File: config.mk
export PLATFORM = sky130hd
export DESIGN_NAME = multi_pushbutton_debouncer_flat
export DESIGN_NICKNAME = d
export VERILOG_FILES = /design/src/rtl/multi_pushbutton_debouncer_if.sv /design/src/rtl/multi_pushbutton_debouncer.sv /design/src/flat_wrapper.sv
export SDC_FILE = /design/constraint.sdc
export NUM_CORES = 1
export LEC_CHECK = 0
export ABC_AREA = 0
export BUFFER_PORTS_ARGS = -buffer_cell sky130_fd_sc_hd__buf_2
export CAP_MARGIN = 20
export CORE_MARGIN = 4
export CORE_UTILIZATION = 55
export DETAILED_ROUTE_END_ITERATION = 12
export MAX_ROUTING_LAYER = met4
export PLACE_DENSITY = 0.72
export REMOVE_ABC_BUFFERS = 1
export SYNTH_ARGS = -nofsm -noshare
export SYNTH_HDL_FRONTEND = slang
export SYNTH_SLANG_ARGS = --single-unit
export TNS_END_PERCENT = 10
File: constraint.sdc
create_clock -name clock27MHz -period 2.61 [get_ports clock27MHz]
set_clock_uncertainty 0.15 [all_clocks]
set_input_delay 0.261 -clock clock27MHz [delete_from_list [all_inputs] [get_ports clock27MHz]]
set_output_delay 0.261 -clock clock27MHz [all_outputs]
set_load 0.01 [all_outputs]
File: src/rtl/multi_pushbutton_debouncer_if.sv
// Button bundle: raw active-low buttons in, debounced level and strobes out.
// master drives pb and watches the results; slave is the debouncer.
interface multi_pushbutton_debouncer_if #(
    parameter int NCH = 4
);
    logic [NCH-1:0] pb;
    logic [NCH-1:0] pb_state;
    logic [NCH-1:0] pb_down;
    logic [NCH-1:0] pb_up;
    logic [NCH-1:0] pb_long;
    logic [NCH-1:0] pb_repeat;

    modport master (
        output pb,
        input  pb_state,
        input  pb_down,
        input  pb_up,
        input  pb_long,
        input  pb_repeat
    );

    modport slave (
        input  pb,
        output pb_state,
        output pb_down,
        output pb_up,
        output pb_long,
        output pb_repeat
    );
endinterface

File: src/rtl/multi_pushbutton_debouncer.sv
// Per-channel 2-FF sync + saturate-and-toggle debounce with press/release/long
// strobes; auto-repeat strobes are built only when DEBOUNCE_REPEAT_EN is defined.
module multi_pushbutton_debouncer #(
    parameter int NCH           = 4,
    parameter int CNT_W         = 16,
    parameter int HOLD_W        = 24,
    parameter int HOLD_CYCLES   = 13_500_000,
    parameter int REPEAT_CYCLES = 2_700_000
) (
    input  logic                          clock27MHz,
    input  logic                          reset_n,
    multi_pushbutton_debouncer_if.slave   bus
);

    localparam logic [HOLD_W-1:0] HOLD_V  = HOLD_W'(HOLD_CYCLES);
    localparam logic [HOLD_W-1:0] HOLD_M1 = HOLD_W'(HOLD_CYCLES - 1);
    localparam logic [CNT_W-1:0]  CNT_MAX = {CNT_W{1'b1}};

`ifdef DEBOUNCE_REPEAT_EN
    localparam logic [HOLD_W-1:0] REP_M1  = HOLD_W'(REPEAT_CYCLES - 1);
`else
    logic [31:0] w_unused_rep;
    assign w_unused_rep = REPEAT_CYCLES;
`endif

    logic [NCH-1:0] w_state;
    logic [NCH-1:0] w_down;
    logic [NCH-1:0] w_up;
    logic [NCH-1:0] w_long;
    logic [NCH-1:0] w_repeat;

    for (genvar i = 0; i < NCH; i++) begin : g_ch
        logic              r_sync0;
        logic              r_sync1;
        logic              r_state;
        logic              r_down;
        logic              r_up;
        logic              r_long;
        logic [CNT_W-1:0]  r_cnt;
        logic [HOLD_W-1:0] r_hold;
        logic              w_idle;
        logic              w_toggle;
        logic              w_next;
        logic              w_long_fire;

        assign w_idle      = (r_sync1 == r_state);
        assign w_toggle    = !w_idle && (r_cnt == CNT_MAX);
        assign w_next      = r_state ^ w_toggle;
        // Gated by w_next so a release edge never shares a cycle with pb_long
        assign w_long_fire = r_state && w_next && (r_hold == HOLD_M1);

        always_ff @(posedge clock27MHz or negedge reset_n) begin
            if (!reset_n) begin
                r_sync0 <= 1'b0;
                r_sync1 <= 1'b0;
            end else begin
                r_sync0 <= ~bus.pb[i];
                r_sync1 <= r_sync0;
            end
        end

        always_ff @(posedge clock27MHz or negedge reset_n) begin
            if (!reset_n) begin
                r_cnt   <= '0;
                r_state <= 1'b0;
                r_down  <= 1'b0;
                r_up    <= 1'b0;
            end else begin
                if (w_idle || w_toggle) begin
                    r_cnt <= '0;
                end else begin
                    r_cnt <= r_cnt + CNT_W'(1);
                end
                r_state <= w_next;
                r_down  <= w_toggle && !r_state;
                r_up    <= w_toggle && r_state;
            end
        end

        always_ff @(posedge clock27MHz or negedge reset_n) begin
            if (!reset_n) begin
                r_hold <= '0;
                r_long <= 1'b0;
            end else begin
                if (!r_state) begin
                    r_hold <= '0;
                end else if (r_hold != HOLD_V) begin
                    r_hold <= r_hold + HOLD_W'(1);
                end
                r_long <= w_long_fire;
            end
        end

`ifdef DEBOUNCE_REPEAT_EN
        logic [HOLD_W-1:0] r_rep;
        logic              r_repeat;
        logic              w_rep_fire;

        // r_rep counts down to the next strobe once the hold has saturated
        assign w_rep_fire = r_state && w_next &&
                            (r_hold == HOLD_V) && (r_rep == '0);

        always_ff @(posedge clock27MHz or negedge reset_n) begin
            if (!reset_n) begin
                r_rep    <= '0;
                r_repeat <= 1'b0;
            end else begin
                if (!w_next) begin
                    r_rep <= '0;
                end else if (w_long_fire || w_rep_fire) begin
                    r_rep <= REP_M1;
                end else if (r_rep != '0) begin
                    r_rep <= r_rep - HOLD_W'(1);
                end
                r_repeat <= w_rep_fire;
            end
        end

        assign w_repeat[i] = r_repeat;
`else
        assign w_repeat[i] = 1'b0;
`endif

        assign w_state[i] = r_state;
        assign w_down[i]  = r_down;
        assign w_up[i]    = r_up;
        assign w_long[i]  = r_long;
    end

    assign bus.pb_state  = w_state;
    assign bus.pb_down   = w_down;
    assign bus.pb_up     = w_up;
    assign bus.pb_long   = w_long;
    assign bus.pb_repeat = w_repeat;

endmodule

File: src/flat_wrapper.sv
// flat-port wrapper written by rule: the top's interface ports become plain ports
module multi_pushbutton_debouncer_flat 
#(
    parameter int NCH           = 4,
    parameter int CNT_W         = 16,
    parameter int HOLD_W        = 24,
    parameter int HOLD_CYCLES   = 13_500_000,
    parameter int REPEAT_CYCLES = 2_700_000
)
  (clock27MHz, reset_n, bus_pb, bus_pb_state, bus_pb_down, bus_pb_up, bus_pb_long, bus_pb_repeat);
  multi_pushbutton_debouncer_if #(.NCH(NCH)) bus_i ();
  input  logic clock27MHz;
  input  logic reset_n;
  input wire logic [$bits(bus_i.pb)-1:0] bus_pb;
  output wire logic [$bits(bus_i.pb_state)-1:0] bus_pb_state;
  output wire logic [$bits(bus_i.pb_down)-1:0] bus_pb_down;
  output wire logic [$bits(bus_i.pb_up)-1:0] bus_pb_up;
  output wire logic [$bits(bus_i.pb_long)-1:0] bus_pb_long;
  output wire logic [$bits(bus_i.pb_repeat)-1:0] bus_pb_repeat;
  assign bus_i.pb = bus_pb;
  assign bus_pb_state = bus_i.pb_state;
  assign bus_pb_down = bus_i.pb_down;
  assign bus_pb_up = bus_i.pb_up;
  assign bus_pb_long = bus_i.pb_long;
  assign bus_pb_repeat = bus_i.pb_repeat;
  multi_pushbutton_debouncer #(.NCH(NCH), .CNT_W(CNT_W), .HOLD_W(HOLD_W), .HOLD_CYCLES(HOLD_CYCLES), .REPEAT_CYCLES(REPEAT_CYCLES)) u_core (.clock27MHz(clock27MHz), .reset_n(reset_n), .bus(bus_i));
endmodule
==> impl_metrics.prom <==
# TYPE chip_impl_metric gauge
chip_impl_info{name="run_status",value="finished, final reports clean"} 1
chip_impl_metric{name="dieArea",unit="um2"} 19000
chip_impl_metric{name="clock_power_share",unit="%"} 46.9
chip_impl_info{name="worst_setup_path_start_kind",value="flip-flop"} 1
chip_impl_metric{name="pin_count_of_the_biggest_net_entering_global_routing",unit=""} 57
chip_impl_metric{name="vias_per_cell",unit=""} 5.81
chip_impl_metric{name="number_of_buffers_inserted_for_hold_repair_after_clock_tree_synthesis",unit=""} 5
chip_impl_metric{name="clock_latency_on_the_worst_skew_pair",unit="ns"} 0.43
chip_impl_metric{name="worst_ep_arrival",unit="ns"} 2.48
chip_impl_info{name="synth_top_cells_by_count",value="sky130_fd_sc_hd__dfrtp_1, sky130_fd_sc_hd__nor2_1, sky130_fd_sc_hd__a21oi_1"} 1
chip_impl_metric{name="max_slew.worst_pin.slew",unit="ns"} 0.720
chip_impl_metric{name="final.min_clock_period",unit="ns"} 2.28
chip_impl_metric{name="postRouteAntennaNets",unit=""} 0
chip_impl_metric{name="routed_wl",unit="um"} 17300
chip_impl_metric{name="netlist-cell-type-count",unit=""} 54
chip_impl_metric{name="port_bufs",unit=""} 21
chip_impl_info{name="timing.critical_path.to_type",value="flip-flop"} 1
chip_impl_metric{name="critical_path.max_fanout",unit=""} 6
chip_impl_metric{name="antenna-diode-count",unit=""} 0
chip_impl_metric{name="pwr-share-seq",unit="%"} 50.8
chip_impl_metric{name="design.final.nets",unit=""} 988
chip_impl_metric{name="htree_num_levels",unit=""} 4
chip_impl_metric{name="clkTransAtPathRegs",unit="ns"} 0.07
chip_impl_metric{name="number_of_max_capacitance_violations_reported",unit=""} 0
chip_impl_metric{name="grt_overflow_total",unit=""} 0
chip_impl_metric{name="initial_util",unit="%"} 56.0
chip_impl_metric{name="irDropWorstVdd",unit="mV"} 0.531
chip_impl_metric{name="static-leakage-power",unit="nW"} 4.01
chip_impl_metric{name="post_synth_inst_count",unit=""} 958
chip_impl_metric{name="p_int",unit="mW"} 4.52
chip_impl_info{name="hold_path.class",value="in -> async"} 1
chip_impl_metric{name="grt_util_all_layers",unit="%"} 20.1
chip_impl_metric{name="fin_area",unit="um2"} 10200
chip_impl_metric{name="grt_first_pass_wirelength",unit="um"} 30600
chip_impl_metric{name="gp_congestion",unit=""} 0.802
chip_impl_metric{name="cts_buffers",unit=""} 17
chip_impl_metric{name="asyncSetResetFlopFracSynth",unit="%"} 100
chip_impl_info{name="cell_taking_the_most_area_after_synthesis",value="sky130_fd_sc_hd__dfrtp_1"} 1
chip_impl_metric{name="placed_cell_area",unit="um2"} 9490
chip_impl_metric{name="detail_route.first_pass.iterations",unit=""} 5
chip_impl_info{name="synthMostInstantiatedCell",value="sky130_fd_sc_hd__dfrtp_1"} 1
chip_impl_metric{name="synth.yosys.warnings",unit=""} 0
chip_impl_metric{name="wl_per_cell",unit="um"} 14.4
chip_impl_metric{name="setup_total_negative_slack",unit="ns"} 0
chip_impl_info{name="crit_path_class",value="reg -> reg"} 1
chip_impl_metric{name="antenna_found_initial",unit=""} 0
chip_impl_metric{name="drc",unit=""} 0
chip_impl_info{name="tritoncts",value="built"} 1
chip_impl_info{name="clock_tree.root_cell",value="sky130_fd_sc_hd__clkbuf_16"} 1
chip_impl_metric{name="synthDominantCellAreaShare",unit="%"} 49.8
chip_impl_metric{name="io_pins",unit=""} 26
chip_impl_metric{name="drive_gt1_share",unit="%"} 8.14
chip_impl_metric{name="core_area",unit="um2"} 16500
chip_impl_metric{name="die-height",unit="um"} 138
chip_impl_metric{name="numClockSinks",unit=""} 184
chip_impl_info{name="synth-main-ff-cell",value="sky130_fd_sc_hd__dfrtp_1"} 1
chip_impl_metric{name="area_growth",unit="%"} 9.78
chip_impl_metric{name="seq_area_frac_synth",unit="%"} 49.8
chip_impl_metric{name="timing_max_transition_violations_final",unit=""} 0
chip_impl_metric{name="cts_buffer_depth",unit=""} 2
chip_impl_metric{name="synth_area_per_cell",unit="um2"} 9.65
chip_impl_metric{name="power_density_relative_to_cell_area",unit="nW/um2"} 561
chip_impl_info{name="setup_repair_after_global_routing_missed_its_margin",value="no"} 1
chip_impl_metric{name="ys_ff_latch",unit=""} 184
chip_impl_metric{name="chipWidth",unit="um"} 138
chip_impl_metric{name="mapped_area",unit="um2"} 9250
chip_impl_metric{name="post_cts.resized_instances",unit=""} 0
chip_impl_metric{name="p_switching",unit="mW"} 1.19
chip_impl_metric{name="grt_pass1_vias",unit=""} 6692
chip_impl_metric{name="std_cell_rows",unit=""} 47
chip_impl_metric{name="setup_violations",unit=""} 0
chip_impl_metric{name="synth_enable_flop_cells",unit=""} 0
chip_impl_info{name="yosys-top-cells-area",value="sky130_fd_sc_hd__dfrtp_1, sky130_fd_sc_hd__xor2_1, sky130_fd_sc_hd__xnor2_1"} 1
chip_impl_metric{name="number_of_buffers_added_for_setup_after_cts",unit=""} 0
chip_impl_metric{name="p_comb_share",unit="%"} 2.4
chip_impl_metric{name="detailedRoute.firstIterationViolations",unit=""} 419
chip_impl_metric{name="clock.fmax",unit="MHz"} 439
chip_impl_metric{name="cp.required",unit="ns"} 2.81
chip_impl_metric{name="detailed_place_hpwl",unit="um"} 11400
chip_impl_metric{name="via_count",unit=""} 6994
chip_impl_metric{name="placement.setup.worst_slack",unit="ns"} 0.350
chip_impl_metric{name="hold_viol_final",unit=""} 0
chip_impl_metric{name="final_min_period_over_clock_period",unit="%"} 87.4
chip_impl_metric{name="setup_ws",unit="ns"} 0.330
chip_impl_metric{name="netSwitchingFraction",unit="%"} 20.8
chip_impl_metric{name="slew_headroom",unit="%"} 52.0
[final timing paths]
path / start / end / slack [ns] / depth (start not counted)
worst max-delay path: u_core.g_ch[2].r_hold[1] / u_core.g_ch[2].r_hold[22] / 0.33 / 5
max in group asynchronous: reset_n / u_core.g_ch[3].r_hold[3] / 1.35 / 3
worst min register to register: u_core.g_ch[0].r_sync0 / u_core.g_ch[0].r_sync1 / 0.20 / 0
worst max register to register: u_core.g_ch[2].r_hold[1] / u_core.g_ch[2].r_hold[22] / 0.33 / 5
min in group clock27MHz: u_core.g_ch[0].r_sync0 / u_core.g_ch[0].r_sync1 / 0.20 / 0
worst min-delay path: reset_n / u_core.g_ch[1].r_hold[15] / 0.20 / 2
[stage by stage]
step	hold slack, ns	power (mW)	utilization (%)	cells
floorplan	-0.185	2.99	-	913
global placement	0.117	3.08	57.4	1166
detailed placement	0.116	3.08	57.4	1166
CTS	0.201	5.77	61.4	1203
global route	0.206	5.91	61.4	1203
finish	0.197	5.70	61.4	1203
[layout make-up]
type,count,area [um2]
Multi-Input combinational cell,697,4260
Clock buffer,20,437
Fill cell,1351,6370
Sequential cell,184,4600
Tap cell,220,275
Inverter,32,120
Clock inverter,12,175
Timing Repair Buffer,38,279
[cells by family after synthesis]
family                     synth area share (%)
muxes                                      1.03
buffers and inverters                      4.25
xor gates and xnor gates                   7.77
and+or+nand+nor                            26.3
adders and majority gates                  1.62
AOI/OAI and AO/OA                          9.23
other                                    0.0405
DFF                                        49.8
[flip-flops by register name, summed over array words and instances (netlist names), named ones only]
signal	count
u_core.g_ch.r_cnt	64
u_core.g_ch.r_down	4
u_core.g_ch.r_hold	96
u_core.g_ch.r_long	4
u_core.g_ch.r_sync0	4
u_core.g_ch.r_sync1	4
u_core.g_ch.r_up	4
[routing by layer]
metal | wire length, um | GRT usage [%]
met3 | 557 | 4.13
met5 | 0 | -
met4 | 214 | 5.60
met1 | 8220 | 26.4
met2 | 8350 | 32.1
[worst max-delay path, stage by stage, from the launching register on]
cell                      delay [ns]
sky130_fd_sc_hd__dfrtp_1        0.42
sky130_fd_sc_hd__ha_1           0.26
sky130_fd_sc_hd__nand4_1        0.22
sky130_fd_sc_hd__or4_1          0.66
sky130_fd_sc_hd__or3_1          0.34
sky130_fd_sc_hd__a21oi_1        0.15
[layout by cell type (no fill, tap or decap), types with 20 or more instances in the layout]
cell                      synthesis  layout
sky130_fd_sc_hd__xnor2_1         39      39
sky130_fd_sc_hd__xor2_1          43      43
sky130_fd_sc_hd__dfrtp_1        184     184
sky130_fd_sc_hd__inv_1           31      31
sky130_fd_sc_hd__a21oi_1         67      67
sky130_fd_sc_hd__and3_1          23      23
sky130_fd_sc_hd__nand4_1         43      43
sky130_fd_sc_hd__nor2_1          88      88
sky130_fd_sc_hd__nand2_1         60      60
sky130_fd_sc_hd__o31ai_1         24      24
sky130_fd_sc_hd__buf_2            2      20
sky130_fd_sc_hd__o21ai_0         46      46
sky130_fd_sc_hd__nand3_1         63      63
sky130_fd_sc_hd__or3_1           36      36
sky130_fd_sc_hd__nor3_1          23      23
sky130_fd_sc_hd__or4_1           28      28
[power by group through the flow]
stage	clock network [mW]	registers [mW]	logic, mW
after floorplan	0	2.94	0.0452
after CTS	2.74	2.89	0.142
after global routing	2.86	2.90	0.160
after global placement	0	2.95	0.134
after detailed placement	0	2.95	0.134
final	2.67	2.89	0.135
Power figures use the tool's default switching activity.
